### config.mk
export PLATFORM = sky130hd
export DESIGN_NAME = tankb_bus_decode
export DESIGN_NICKNAME = d
export VERILOG_FILES = /design/src/rtl/tankb_bus_pkg.sv /design/src/rtl/tankb_region_decode.sv /design/src/rtl/tankb_bus_decode.sv
export SDC_FILE = /design/constraint.sdc
export NUM_CORES = 1
export LEC_CHECK = 0
export CAP_MARGIN = 20
export CORE_MARGIN = 2
export CORE_UTILIZATION = 41
export DETAILED_ROUTE_END_ITERATION = 16
export HOLD_SLACK_MARGIN = 0.05
export PLACE_DENSITY = 0.89
export SLEW_MARGIN = 5
export SYNTH_ARGS = -nofsm -noshare
export SYNTH_HDL_FRONTEND = slang
export SYNTH_SLANG_ARGS = --single-unit
export TNS_END_PERCENT = 1
### constraint.sdc
create_clock -name clk -period 5.6 [get_ports clk]
set_clock_uncertainty 0.05 [all_clocks]
set_input_delay 1.68 -clock clk [delete_from_list [all_inputs] [get_ports clk]]
set_output_delay 1.68 -clock clk [all_outputs]
set_load 0.01 [all_outputs]
### src/rtl/tankb_bus_pkg.sv
// Shared defaults, FSM encodings and region indices for the TankB CPU bus front end.
package tankb_bus_pkg;

  localparam int NUM_REGIONS_DEF = 4;
  localparam int ADDR_W_DEF      = 16;
  localparam int DATA_W_DEF      = 8;
  localparam int WAIT_W_DEF      = 3;

  typedef enum logic {
    ST_IDLE = 1'b0,
    ST_WAIT = 1'b1
  } state_t;

  localparam int RGN_ROM  = 0;
  localparam int RGN_RAM  = 1;
  localparam int RGN_VRAM = 2;
  localparam int RGN_IO   = 3;

  function automatic int sel_width(input int n);
    return (n > 1) ? $clog2(n) : 1;
  endfunction

endpackage

### src/rtl/tankb_region_decode.sv
// Combinational priority address decoder: lowest-index matching window wins.
module tankb_region_decode
  import tankb_bus_pkg::*;
#(
  parameter int NUM_REGIONS = NUM_REGIONS_DEF,
  parameter int ADDR_W      = ADDR_W_DEF,
  parameter int SEL_W       = sel_width(NUM_REGIONS)
) (
  input  logic [ADDR_W-1:0]             addr,
  input  logic [NUM_REGIONS*ADDR_W-1:0] base,
  input  logic [NUM_REGIONS*ADDR_W-1:0] mask,
  output logic [NUM_REGIONS-1:0]        cs,
  output logic [SEL_W-1:0]              sel,
  output logic                          any_hit
);

  always_comb begin
    cs      = '0;
    sel     = '0;
    any_hit = 1'b0;
    for (int i = 0; i < NUM_REGIONS; i++) begin
      if (!any_hit &&
          (((addr ^ base[i*ADDR_W +: ADDR_W]) & mask[i*ADDR_W +: ADDR_W]) == '0)) begin
        any_hit = 1'b1;
        sel     = SEL_W'(i);
        cs[i]   = 1'b1;
      end
    end
  end

endmodule

### src/rtl/tankb_bus_decode.sv
// TankB 6502 bus front end: region decode, write strobes, registered read data, wait states.
// Build option TANKB_BUS_OPEN_BUS_EN: unmapped reads hold the last cpu_din (open-bus float).
module tankb_bus_decode
  import tankb_bus_pkg::*;
#(
  parameter int NUM_REGIONS = NUM_REGIONS_DEF,
  parameter int ADDR_W      = ADDR_W_DEF,
  parameter int DATA_W      = DATA_W_DEF,
  parameter int WAIT_W      = WAIT_W_DEF,
  parameter logic [NUM_REGIONS*ADDR_W-1:0] REGION_BASE = {16'h1000, 16'h0800, 16'h0000, 16'h8000},
  parameter logic [NUM_REGIONS*ADDR_W-1:0] REGION_MASK = {16'hF000, 16'hF800, 16'hF800, 16'h8000},
  parameter logic [NUM_REGIONS*WAIT_W-1:0] REGION_WAIT = {3'd2, 3'd0, 3'd0, 3'd0}
) (
  input  logic                          clk,
  input  logic                          RESET,
  input  logic                          cpu_clken,
  input  logic [ADDR_W-1:0]             addr,
  input  logic                          we,
  input  logic [NUM_REGIONS*DATA_W-1:0] region_rdata,
  output logic [NUM_REGIONS-1:0]        cs,
  output logic [NUM_REGIONS-1:0]        wr_en,
  output logic [DATA_W-1:0]             cpu_din,
  output logic                          ready
);

  localparam int SEL_W = sel_width(NUM_REGIONS);

  logic [NUM_REGIONS-1:0] dec_cs;
  logic [SEL_W-1:0]       dec_sel;
  logic                   dec_hit;

  state_t              state_q, state_d;
  logic [WAIT_W-1:0]   cnt_q, cnt_d;
  logic [SEL_W-1:0]    sel_q, sel_d;
  logic                ready_q, ready_d;
  logic [DATA_W-1:0]   cpu_din_q, cpu_din_d;

  logic [WAIT_W-1:0]      wait_sel;
  logic [DATA_W-1:0]      rdata_dec;
  logic [DATA_W-1:0]      rdata_lat;
  logic [NUM_REGIONS-1:0] cs_lat;

  tankb_region_decode #(
    .NUM_REGIONS (NUM_REGIONS),
    .ADDR_W      (ADDR_W),
    .SEL_W       (SEL_W)
  ) u_decode (
    .addr    (addr),
    .base    (REGION_BASE),
    .mask    (REGION_MASK),
    .cs      (dec_cs),
    .sel     (dec_sel),
    .any_hit (dec_hit)
  );

  assign wait_sel  = REGION_WAIT[dec_sel*WAIT_W +: WAIT_W];
  assign rdata_dec = region_rdata[dec_sel*DATA_W +: DATA_W];
  assign rdata_lat = region_rdata[sel_q*DATA_W +: DATA_W];

  always_comb begin
    cs_lat        = '0;
    cs_lat[sel_q] = 1'b1;
  end

  // While stalled the select stays on the region latched at entry; reset reverts to live decode.
  assign cs      = (state_q == ST_WAIT && !RESET) ? cs_lat : dec_cs;
  assign wr_en   = cs & {NUM_REGIONS{we & cpu_clken & ready_q}};
  assign cpu_din = cpu_din_q;
  assign ready   = ready_q;

  always_comb begin
    state_d   = state_q;
    cnt_d     = cnt_q;
    sel_d     = sel_q;
    ready_d   = ready_q;
    cpu_din_d = cpu_din_q;
    case (state_q)
      ST_IDLE: begin
        ready_d = 1'b1;
        if (!we) begin
          if (dec_hit) begin
            cpu_din_d = rdata_dec;
          end else begin
`ifdef TANKB_BUS_OPEN_BUS_EN
            cpu_din_d = cpu_din_q;
`else
            cpu_din_d = '0;
`endif
          end
        end
        if (cpu_clken && dec_hit && (wait_sel != '0)) begin
          cnt_d   = wait_sel;
          sel_d   = dec_sel;
          ready_d = 1'b0;
          state_d = ST_WAIT;
        end
      end
      ST_WAIT: begin
        ready_d   = 1'b0;
        cpu_din_d = rdata_lat;
        cnt_d     = cnt_q - WAIT_W'(1);
        if (cnt_q == WAIT_W'(1)) begin
          ready_d = 1'b1;
          state_d = ST_IDLE;
        end
      end
      default: begin
        state_d = ST_IDLE;
        ready_d = 1'b1;
      end
    endcase
  end

  always_ff @(posedge clk) begin
    if (RESET) begin
      state_q   <= ST_IDLE;
      cnt_q     <= '0;
      sel_q     <= '0;
      ready_q   <= 1'b1;
      cpu_din_q <= '0;
    end else begin
      state_q   <= state_d;
      cnt_q     <= cnt_d;
      sel_q     <= sel_d;
      ready_q   <= ready_d;
      cpu_din_q <= cpu_din_d;
    end
  end

endmodule

[Word-level counts from Yosys, hierarchy flattened]
Index checks and enable logic that the tools add are counted.
Word-level totals
  register bits after elaboration: 15
  logic and storage cells: 63
Cells by class
  add/sub/neg operators: 1
  multipliers: 1
  $lt $le $gt $ge: 2
  equality and inequality tests: 3
  shift operators: 3
  mux-type cells: 24
  bitwise gates (word level): 7
  reductions and logical operators: 17
Operators with widths (count)
  16-bit zero test: 4
  32-bit by 6-bit variable part select with 8-bit output: 2
  8-bit two-way mux: 2
  8-bit case mux with 2 select lines: 1
  1-bit two-way mux: 13
  12-bit by 5-bit variable part select with 3-bit output, first input constant: 1
  1-bit logical AND: 7
  3-bit case mux with 2 select lines: 1
  4-bit AND: 1
  1-bit zero test: 4
  2-bit by 2-bit multiplier with 4-bit output, second input constant: 1
  2-bit two-way mux: 2
  4-bit two-way mux: 1
  2-bit != test, second input constant: 2
  1-bit NOT: 4
  1-bit case mux with 2 select lines: 2
  3-bit by 1-bit equality test with 1-bit output, second input constant: 1
  2-bit by 3-bit less-than comparator with 1-bit output, second input constant: 1
  3-bit two-way mux: 1
  3-bit nonzero test: 1
  3-bit by 1-bit subtractor with 3-bit output, second input constant: 1
  1-bit AND: 2
  1-bit demux with 2-bit select: 1
  2-bit by 1-bit greater-or-equal comparator with 1-bit output, second input constant: 1
  2-bit AND reduction: 1

[Logic depth before layout (Yosys ltp)]
Gate-level depths: netlist (run 1).
  depth after elaboration: 18
  mapped depth: 6

[Cells and area by module]
From an unflattened synthesis (run 1), not the netlist that was laid out.
Second synthesis, totals
  cells, all modules: 238
  area total of the unflattened synthesis: 2175.8 µm²
Modules (own cells, without submodules)
  tankb_bus_decode: instances 1, cells each 121, area an instance 1171.1 µm², sequential area each 300.3 µm²
  tankb_region_decode: instances 1, cells each 117, area an instance 1004.7 µm², sequential area each 0.0 µm²

[Least setup slack after synthesis (run 1)]
OpenSTA, ideal clock, no wires.
  path kind: input port to output port
  start: in RESET
  end: out wr_en[0]
  arrival: 2.694 ns
  setup slack: 1.176 ns
  stages: 4
  cell sequence: clkbuf_1 nand2b_1 o31ai_1 nor2b_1
On the way
  cells in the longest elaborated chain, start to end: 4
Ends and longest elaborated chain
  start: declaration: line tankb_bus_decode.sv:15  | input logic RESET,
  1-bit zero test: line tankb_bus_decode.sv:66  | assign cs = (state_q == ST_WAIT && !RESET) ? cs_lat : dec_cs;
  1-bit logical AND: line tankb_bus_decode.sv:66
  4-bit two-way mux: line tankb_bus_decode.sv:66
  named net cs[0]: line tankb_bus_decode.sv:20  | output logic [NUM_REGIONS-1:0] cs,
  4-bit AND: line tankb_bus_decode.sv:67  | assign wr_en = cs & {NUM_REGIONS{we & cpu_clken & ready_q}};
  end: declaration: line tankb_bus_decode.sv:21  | output logic [NUM_REGIONS-1:0] wr_en,
The timed path passes the listed nets, and every way through them passes these cells.

[Final worst setup path (run 1)]
  start: in addr[13]
  end: out wr_en[2]
On the way
  cells in the longest elaborated chain, start to end: 8
  elaborated cells between the ends (all ways): 9
Ends and longest elaborated chain
  start: declaration: line tankb_bus_decode.sv:17  | input logic [ADDR_W-1:0] addr,
  16-bit zero test: line tankb_region_decode.sv:23  | (((addr ^ base[i*ADDR_W +: ADDR_W]) & mask[i*ADDR_W +: ADDR_W]) == '0)) begin
  1-bit logical AND: line tankb_region_decode.sv:22  | if (!any_hit &&
  1-bit two-way mux: line tankb_region_decode.sv:22
  1-bit zero test: line tankb_region_decode.sv:22
  1-bit logical AND *: line tankb_region_decode.sv:22
  1-bit two-way mux *: line tankb_region_decode.sv:22
  4-bit two-way mux *: line tankb_bus_decode.sv:66
  4-bit AND *: line tankb_bus_decode.sv:67
Mark *: on every way between the ends. The rest lies on a longest branch, timed or not.

==> results.yml, run 1 <==
clocking:
  htree_num_levels: 1
  tritoncts: "built"
  post_cts_buffers: 0
  clock_path_buffers: 2
  clock-root-buffer: "clkbuf_4"
  postCtsHoldBufs: 0
  ctsResizeCount: 0
  cts_buffers: 3
  clock-sinks: 15
  clk_latency_ps: 280
  path_clk_slew_ps: 90
worst_setup_path:
  path_cells: "clkdlybuf4s50_1, or3_1, nor2_1, nand3_1, a21oi_1, clkdlybuf4s50_1"
  cp_slowest_cell: "clkdlybuf4s50_1"
  critical_path.most_common_cell: "clkdlybuf4s50_1"
  crit_arrival_ps: 3490
  path_delay_family: "buffers and inverters"
  cpPeakStageDelay_ps: 550
  r2r_setup_slack_ps: 3790
  path_max_fanout: 3
  start_kind: "input port"
  crit_type: "input port to primary output"
  cp_num_buf_inv: 2
  cp.required_ps: 3870
  endpoint_kind: "primary output"
pwr:
  power.density_nw_per_um2: 146
  cellLeakagePower_nw: 0.665
  peakVddDrop_mv: 0.103
route:
  drc: 0
  m1WireLength_mm: 1.53
  dr.pass1.iters: 4
  dr.max_layer_used: "met4"
  met3WireLength_um: 180
  post_drt_wl_per_cell_um: 13.8
  vias: 1334
  vias_per_cell: 5.61
  drt_iter0_drc: 45
  wl_met2_mm: 1.54
  ant_nets: 0
  drt_wl_total_mm: 3.27
global_routing:
  grt_max_degree: 20
  antenna_found_initial: 0
  grt_pass1_wl_mm: 5.26
  overflow: 0
  grt_pass1_vias: 1225
  grt.total_usage: 0.197
yosys:
  yosysUniqueCellTypes: 32
  yosys_warnings: 0
  synthCells: 154
  synth-seq-cells: 15
  syn-num-nets: 208
  synth_top_area_cell: "dfxtp_1"
  syn_area_per_cell_um2: 7.90
  synth_top_area_frac: 0.247
  syn_area_um2: 1220
  synth.area.top_cells: "dfxtp_1 25%, mux2i_1 14%, o22ai_1 7.7%"
  synth_seq_area_share: 0.247
sta:
  fmax_mhz: 192
  finalCritPeriodShare: 0.932
  min_period_ps: 5220
  rsz0062_at_grt: "no"
  finalHoldViolations: 0
  worstMarginPinSlew_ps: 1010
  drv_slew: 0
  setup-tns-final_ps: 0
  max_slew_margin: 0.326
  setup_violations: 0
placed_design:
  gp_routability_congestion: 0.763
  dp_hpwl_mm: 2.46
  dp_cells: 234
  io_buffers: 57
finish:
  antenna_cells: 0
  drive_gt1_frac: 0.0676
  fillers: 257
  stdcell_count: 238
  syn2layout_area_growth_pct: 48.6
  nets: 262
floorplan:
  dieArea_um2: 3420
  dieHeight_um: 58.5
  rows: 19
  core-area_um2: 2780
  die_w_um: 58.5
  start_util: 0.437
  ios: 69
run_status:
  status: "complete, no violations"
run:
  maxCapViolations: 0
worst_hold_path:
  hp-class: "flip-flop to flip-flop"
where the power goes:
group / leakage [nW] / switching, mW / internal, mW
Sequential: 0.122 / 0.00427 / 0.112
Clock: 0.0177 / 0.0347 / 0.0265
Combinational: 0.525 / 0.0349 / 0.0522
area by class of cell:
type | count | area (um2) | share of cell area
clock buffer | 3 | 22.5 | 0.0125
clock inverter | 1 | 5.00 | 0.00277
inverter | 14 | 52.6 | 0.0291
multi-input combinational | 113 | 787 | 0.436
sequential | 15 | 300 | 0.166
tap | 31 | 38.8 | 0.0215
timing repair buffer | 61 | 601 | 0.332
logic make-up after synthesis:
kind of cell,after synthesis,synth area share
adders and majority gates,2,0.0206
DFF,15,0.247
and+or+nand+nor,35,0.157
buffers and inverters,26,0.106
AOI/OAI and AO/OA,59,0.329
muxes,17,0.140
per-layer routing:
metal,global-route usage,vias to the layer above
li1,-,676
met1,0.246,610
met2,0.343,44
met3,0.0352,4
met4,0.0598,0
met5,0,-
cells in the mapped netlist, drive strengths merged:
master and n:
a21oi 20, mux2i 17, o22ai 16, dfxtp 15
inv 14, nor2b 12, a211o 8, a22oi 8
buf 8, nor2 6, clkbuf 4, nand2 4
nand3 4, nor3 3, ha 2, nand2b 2
o21ai 2, o31ai 2, or3 2, a221oi 1
a31oi 1, a32o 1, and2b 1, nand4 1
worst paths after layout:
check | depth (start not counted) | endpoint | start
setup reg to reg | 4 | cpu_din[3]$_SDFFE_PP0P_ | sel_q[1]$_SDFFE_PP0P_
hold reg to reg | 2 | cnt_q[1]$_SDFFE_PP0P_ | cnt_q[1]$_SDFFE_PP0P_
hold / removal | 2 | cnt_q[1]$_SDFFE_PP0P_ | cnt_q[1]$_SDFFE_PP0P_
setup / recovery | 6 | wr_en[2] | addr[13]
flip-flops by register name, summed over array words and instances, names as in the netlist:
register	flops
cnt_q	3
cpu_din	8
sel_q	2
state_q	1
ready	1
worst register-to-register path: stages, from the launching register on:
cell	delay [ps]
dfxtp_1	990
mux2i_1	310
o22ai_1	110
a21oi_1	130
o22ai_1	80
cell usage in the layout, fill, tap and decap left out, types with 2 or more instances in the layout:
cell / synthesis / final
dfxtp_1: 15 / 15
nand2b_1: 2 / 2
clkbuf_4: 0 / 3
ha_1: 2 / 2
nand2_1: 4 / 4
nor3_1: 3 / 3
o31ai_1: 2 / 2
inv_1: 14 / 14
nor2b_1: 12 / 12
nor2_1: 6 / 6
mux2i_1: 17 / 17
a21oi_1: 18 / 18
a21oi_2: 2 / 2
nand3_1: 4 / 4
o22ai_1: 15 / 15
buf_4: 2 / 4
a211o_1: 8 / 8
a22oi_1: 7 / 7
clkdlybuf4s50_1: 0 / 57
stage by stage:
stage               cell area [um2]  worst slack, ps  hold slack [ps]   util  power, mW
finish                         1810              382              472  0.650      0.264
global route                   1810              235              512  0.650      0.280
floorplan                      1220             1180              430      -      0.157
global placement               1780              415              453  0.640      0.204
detailed placement             1780              397              453  0.640      0.205
CTS                            1810              393              469  0.650      0.267
Power figures use the tool's default switching activity.
==> run 2: changes to the inputs <==
--- a/config.mk
+++ b/config.mk
@@ -6,11 +6,13 @@
 export NUM_CORES = 1
 export LEC_CHECK = 0
 export CAP_MARGIN = 20
+export CELL_PAD_IN_SITES_DETAIL_PLACEMENT = 1
+export CELL_PAD_IN_SITES_GLOBAL_PLACEMENT = 1
 export CORE_MARGIN = 2
-export CORE_UTILIZATION = 41
+export CORE_UTILIZATION = 26
 export DETAILED_ROUTE_END_ITERATION = 16
 export HOLD_SLACK_MARGIN = 0.05
-export PLACE_DENSITY = 0.89
+export PLACE_DENSITY = 0.84
 export SLEW_MARGIN = 5
 export SYNTH_ARGS = -nofsm -noshare
 export SYNTH_HDL_FRONTEND = slang
==> constraint.sdc (replaced) <==
create_clock -name clk -period 5.8 [get_ports clk]
set_clock_uncertainty 0.05 [all_clocks]
set_input_delay 1.74 -clock clk [delete_from_list [all_inputs] [get_ports clk]]
set_output_delay 1.74 -clock clk [all_outputs]
set_load 0.01 [all_outputs]
==> results.yml, run 2 (synthesis results as in run 1) <==
run_status:
  status: "complete, no violations"
floorplan:
  ios: 69
  rows: 24
  die_w_um: 72.4
  start_util: 0.274
  core-area_um2: 4440
  dieHeight_um: 72.4
  dieArea_um2: 5240
worst_hold_path:
  hold_depth: 2
  hp-class: "flip-flop to flip-flop"
clocking:
  ctsResizeCount: 0
  clock-root-buffer: "clkbuf_8"
  tritoncts: "built"
  postCtsHoldBufs: 0
  post_cts_buffers: 0
  clock-sinks: 15
  clk_latency_ps: 250
  clock_path_buffers: 2
  htree_num_levels: 1
  path_clk_slew_ps: 60
  cts_buffers: 3
sta:
  setup-tns-final_ps: 0
  max_slew_margin: 0.286
  fmax_mhz: 187
  holdWs_ps: 468
  worstMarginPinSlew_ps: 1070
  setup_violations: 0
  fin_ws_ps: 446
  rsz0062_at_grt: "no"
  finalCritPeriodShare: 0.923
  min_period_ps: 5350
  finalHoldViolations: 0
  drv_slew: 0
global_routing:
  grt_pass1_vias: 1399
  grt_max_degree: 20
  grt_pass1_wl_mm: 6.64
  antenna_found_initial: 0
  grt.total_usage: 0.160
  overflow: 0
finish:
  nets: 262
  syn2layout_area_growth_pct: 52.3
  layout_common_cells: "57 x clkdlybuf4s50_1, 18 x a21oi_1, 17 x mux2i_1"
  final_common_cell: "clkdlybuf4s50_1"
  antenna_cells: 0
  drive_gt1_frac: 0.0676
  largest_reg_flops: 8
  stdcell_count: 259
route:
  vias: 1391
  post_drt_wl_per_cell_um: 15.5
  drt_wl_total_mm: 4.03
  drt_iter0_drc: 70
  vias_per_cell: 5.37
  ant_nets: 0
  dr.pass1.iters: 4
  drc: 0
worst_setup_path:
  endpoint_kind: "primary output"
  crit_path_end: "wr_en[2]"
  worstSetupStartpoint: "addr[13]"
  r2r_setup_slack_ps: 3930
  path_max_fanout: 3
  crit_type: "input port to primary output"
  crit_arrival_ps: 3560
  cp.required_ps: 4010
  r2r-end: "cpu_din[7]$_SDFFE_PP0P_"
  start_kind: "input port"
  ff2ff_path_depth: 4
  r2r_start: "sel_q[1]$_SDFFE_PP0P_"
pwr:
  power.density_nw_per_um2: 153
  p_sw_uw: 77.0
  power_uw: 283
  pwr-share-seq: 0.397
  p_int_uw: 206
  switching_share: 0.272
  cellLeakagePower_nw: 0.672
  clkPwrFrac: 0.300
  peakVddDrop_mv: 0.0708
  power_frac_comb: 0.303
placed_design:
  dp_cells: 255
  io_buffers: 57
  dp_hpwl_mm: 3.05
  post-place-ws_ps: 448
  gp_routability_congestion: 0.732
run:
  maxCapViolations: 0
==> run 2: cell counts in the layout (fill, tap and decap cells not counted) <==
No cell type changed its count.
==> run 2: power groups by stage <==
| stage | Sequential (mW) | Combinational [mW] | Clock (mW) |
|---|---|---|---|
| finish | 0.112 | 0.0857 | 0.0848 |
| global route | 0.113 | 0.0939 | 0.0913 |
| CTS | 0.112 | 0.0862 | 0.0868 |
| detailed placement | 0.115 | 0.0858 | 0 |
| global placement | 0.114 | 0.0842 | 0 |
| floorplan | 0.114 | 0.0373 | 0 |
==> run 2: critical path: stages <==
cell and delay [ps]:
clkdlybuf4s50_1 430, or3_1 400, nor2_1 160, nand3_1 120, a21oi_1 160, clkdlybuf4s50_1 550
==> run 2: per-stage QoR <==
stage,instance area (um2),util
after detailed placement,1810,0.406
after CTS,1850,0.417
after global routing,1850,0.417
after floorplan,1220,-
after global placement,1810,0.406
final,1850,0.417
==> run 2: layout make-up <==
class                           instances  area [um2]
Sequential cell                        15         300
Clock buffer                            3        41.3
Inverter                               14        52.6
Multi-Input combinational cell        113         787
Tap cell                               52        65.1
Fill cell                             555        2590
Timing Repair Buffer                   61         601
Clock inverter                          1        5.00
==> run 2: layer usage <==
| metal | up-vias | track usage | part of all wire |
|---|---|---|---|
| li1 | 675 | - | - |
| met1 | 677 | 0.199 | 0.45 |
| met2 | 37 | 0.287 | 0.50 |
| met3 | 2 | 0.0194 | 0.041 |
| met4 | 0 | 0.0494 | 0.0067 |
| met5 | - | 0 | 0 |
==> run 2: worst min path at each step <==
stage,start,end,slack [ps]
finish,cnt_q[1]$_SDFFE_PP0P_,cnt_q[1]$_SDFFE_PP0P_,470
global route,cnt_q[1]$_SDFFE_PP0P_,cnt_q[1]$_SDFFE_PP0P_,500
CTS,cnt_q[1]$_SDFFE_PP0P_,cnt_q[1]$_SDFFE_PP0P_,470
detailed placement,cnt_q[1]$_SDFFE_PP0P_,cnt_q[1]$_SDFFE_PP0P_,460
global placement,cnt_q[1]$_SDFFE_PP0P_,cnt_q[1]$_SDFFE_PP0P_,450
floorplan,cnt_q[1]$_SDFFE_PP0P_,cnt_q[1]$_SDFFE_PP0P_,430
==> run 3: changes to the inputs <==
--- a/config.mk
+++ b/config.mk
@@ -13,6 +13,7 @@
 export DETAILED_ROUTE_END_ITERATION = 16
 export HOLD_SLACK_MARGIN = 0.05
 export PLACE_DENSITY = 0.84
+export RECOVER_POWER = 100
 export SLEW_MARGIN = 5
 export SYNTH_ARGS = -nofsm -noshare
 export SYNTH_HDL_FRONTEND = slang
==> results.yml, run 3 (synthesis results as in run 1) <==
worst_setup_path:
  worstSetupStartpoint: "addr[12]"
  ff2ff_path_depth: 4
  crit_arrival_ps: 3720
  cp.required_ps: 4010
  crit_path_end: "wr_en[1]"
  cp_slowest_cell: "dlygate4sd3_1"
  crit_type: "input port to primary output"
  r2r-end: "cpu_din[7]$_SDFFE_PP0P_"
  r2r_setup_slack_ps: 3930
  r2r_start: "sel_q[1]$_SDFFE_PP0P_"
  start_kind: "input port"
  path_max_fanout: 11
  cpPeakStageDelay_ps: 840
  path_cells: "dlygate4sd3_1, nor2_1, a32o_2, and2b_1, dlygate4sd3_1"
  critical_path.most_common_cell: "dlygate4sd3_1"
  endpoint_kind: "primary output"
global_routing:
  antenna_found_initial: 0
  gr-max-usage-layer: "met2"
  grt_util_met3: 0.0194
  overflow: 0
  grt_max_degree: 20
  grt_pass1_wl_mm: 6.64
  use_met2: 0.287
  gr-usage-met1: 0.199
  grt_pass1_vias: 1399
  grt.total_usage: 0.160
route:
  drt_wl_total_mm: 4.01
  drt_iter0_drc: 54
  post_drt_wl_per_cell_um: 15.5
  vias: 1381
  dr.pass1.iters: 4
  vias_per_cell: 5.33
  drc: 0
  ant_nets: 0
clocking:
  htree_num_levels: 1
  ctsResizeCount: 0
  clock-root-buffer: "clkbuf_8"
  clk_latency_ps: 250
  clock_path_buffers: 2
  post_cts_buffers: 0
  tritoncts: "built"
  cts_buffers: 3
  path_clk_slew_ps: 60
  clock-sinks: 15
  postCtsHoldBufs: 0
sta:
  finalHoldViolations: 0
  setup-tns-final_ps: 0
  max_slew_margin: 0.285
  min_period_ps: 5510
  worstMarginPinSlew_ps: 1070
  rsz0062_at_grt: "no"
  finalCritPeriodShare: 0.950
  drv_slew: 0
  setup_violations: 0
  fmax_mhz: 182
  holdWs_ps: 470
floorplan:
  ios: 69
  dieArea_um2: 5240
  dieHeight_um: 72.4
  core-area_um2: 4440
  rows: 24
  start_util: 0.274
  die_w_um: 72.4
finish:
  antenna_cells: 0
  syn2layout_area_growth_pct: 50.9
  final_area_um2: 1840
  final_core_util: 0.413
  final_common_cell: "clkdlybuf4s50_1"
  largest_reg_flops: 8
  drive_gt1_frac: 0.0531
  nets: 262
  layout_common_cells: "38 x clkdlybuf4s50_1, 19 x dlygate4sd3_1, 18 x a21oi_1"
run_status:
  status: "complete, no violations"
placed_design:
  io_buffers: 57
  dpl_cell_area_um2: 1810
  gp_routability_congestion: 0.732
  dp_hpwl_mm: 3.05
worst_hold_path:
  hp-class: "flip-flop to flip-flop"
pwr:
  peakVddDrop_mv: 0.0705
  power.density_nw_per_um2: 152
  cellLeakagePower_nw: 0.708
run:
  maxCapViolations: 0
==> run 3: cell count changes in the layout (fill, tap and decap cells not counted) <==
cell,change
clkbuf_1,+2
a22oi_2,-1
or3_2,+1
or3_4,-1
clkdlybuf4s50_1,-19
buf_4,-2
dlygate4sd3_1,+19
a22oi_1,+1
==> run 3: per-stage QoR <==
| step | setup slack, ps | power, mW | instances |
|---|---|---|---|
| finish | 291 | 0.279 | 259 |
| global route | 216 | 0.295 | 259 |
| global placement | 459 | 0.199 | 255 |
| detailed placement | 448 | 0.200 | 255 |
| floorplan | 1260 | 0.151 | 154 |
| CTS | 434 | 0.285 | 259 |
==> run 3: worst min-delay path by stage <==
| stage | slack [ps] | from | depth (start not counted) | endpoint |
|---|---|---|---|---|
| 4_1_cts | 470 | cnt_q[1]$_SDFFE_PP0P_ | 2 | cnt_q[1]$_SDFFE_PP0P_ |
| 5_1_grt | 500 | cnt_q[1]$_SDFFE_PP0P_ | 2 | cnt_q[1]$_SDFFE_PP0P_ |
| 2_1_floorplan | 430 | cnt_q[1]$_SDFFE_PP0P_ | 2 | cnt_q[1]$_SDFFE_PP0P_ |
| 3_3_place_gp | 450 | cnt_q[1]$_SDFFE_PP0P_ | 2 | cnt_q[1]$_SDFFE_PP0P_ |
| 3_5_place_dp | 460 | cnt_q[1]$_SDFFE_PP0P_ | 2 | cnt_q[1]$_SDFFE_PP0P_ |
| 6_report | 470 | cnt_q[1]$_SDFFE_PP0P_ | 2 | cnt_q[1]$_SDFFE_PP0P_ |
==> run 3: layer usage <==
metal	vias up	wire, um
met4	0	27
met5	-	0
met2	35	2020
li1	675	-
met1	669	1790
met3	2	165
==> run 3: worst max-delay path: cells and delay by family <==
family | cells | cell delay, ps
buf+inv | 2 | 1430
compound gates | 1 | 250
simple gates | 2 | 290
==> run 3: area by class of cell <==
| class | count | area (um2) |
|---|---|---|
| fillers | 555 | 2610 |
| well taps | 52 | 65.1 |
| inverters | 14 | 52.6 |
| clock inverters | 1 | 5.00 |
| multi-input cells | 113 | 778 |
| clock buffers | 3 | 41.3 |
| flip-flops and latches | 15 | 300 |
| repair buffers | 61 | 593 |
==> run 3: report_power, final <==
part           leakage [nW]  internal [mW]  switching (mW)  total [mW]
Clock                0.0255         0.0475          0.0375      0.0850
Sequential            0.122          0.108         0.00437       0.112
Combinational         0.560         0.0475          0.0348      0.0823
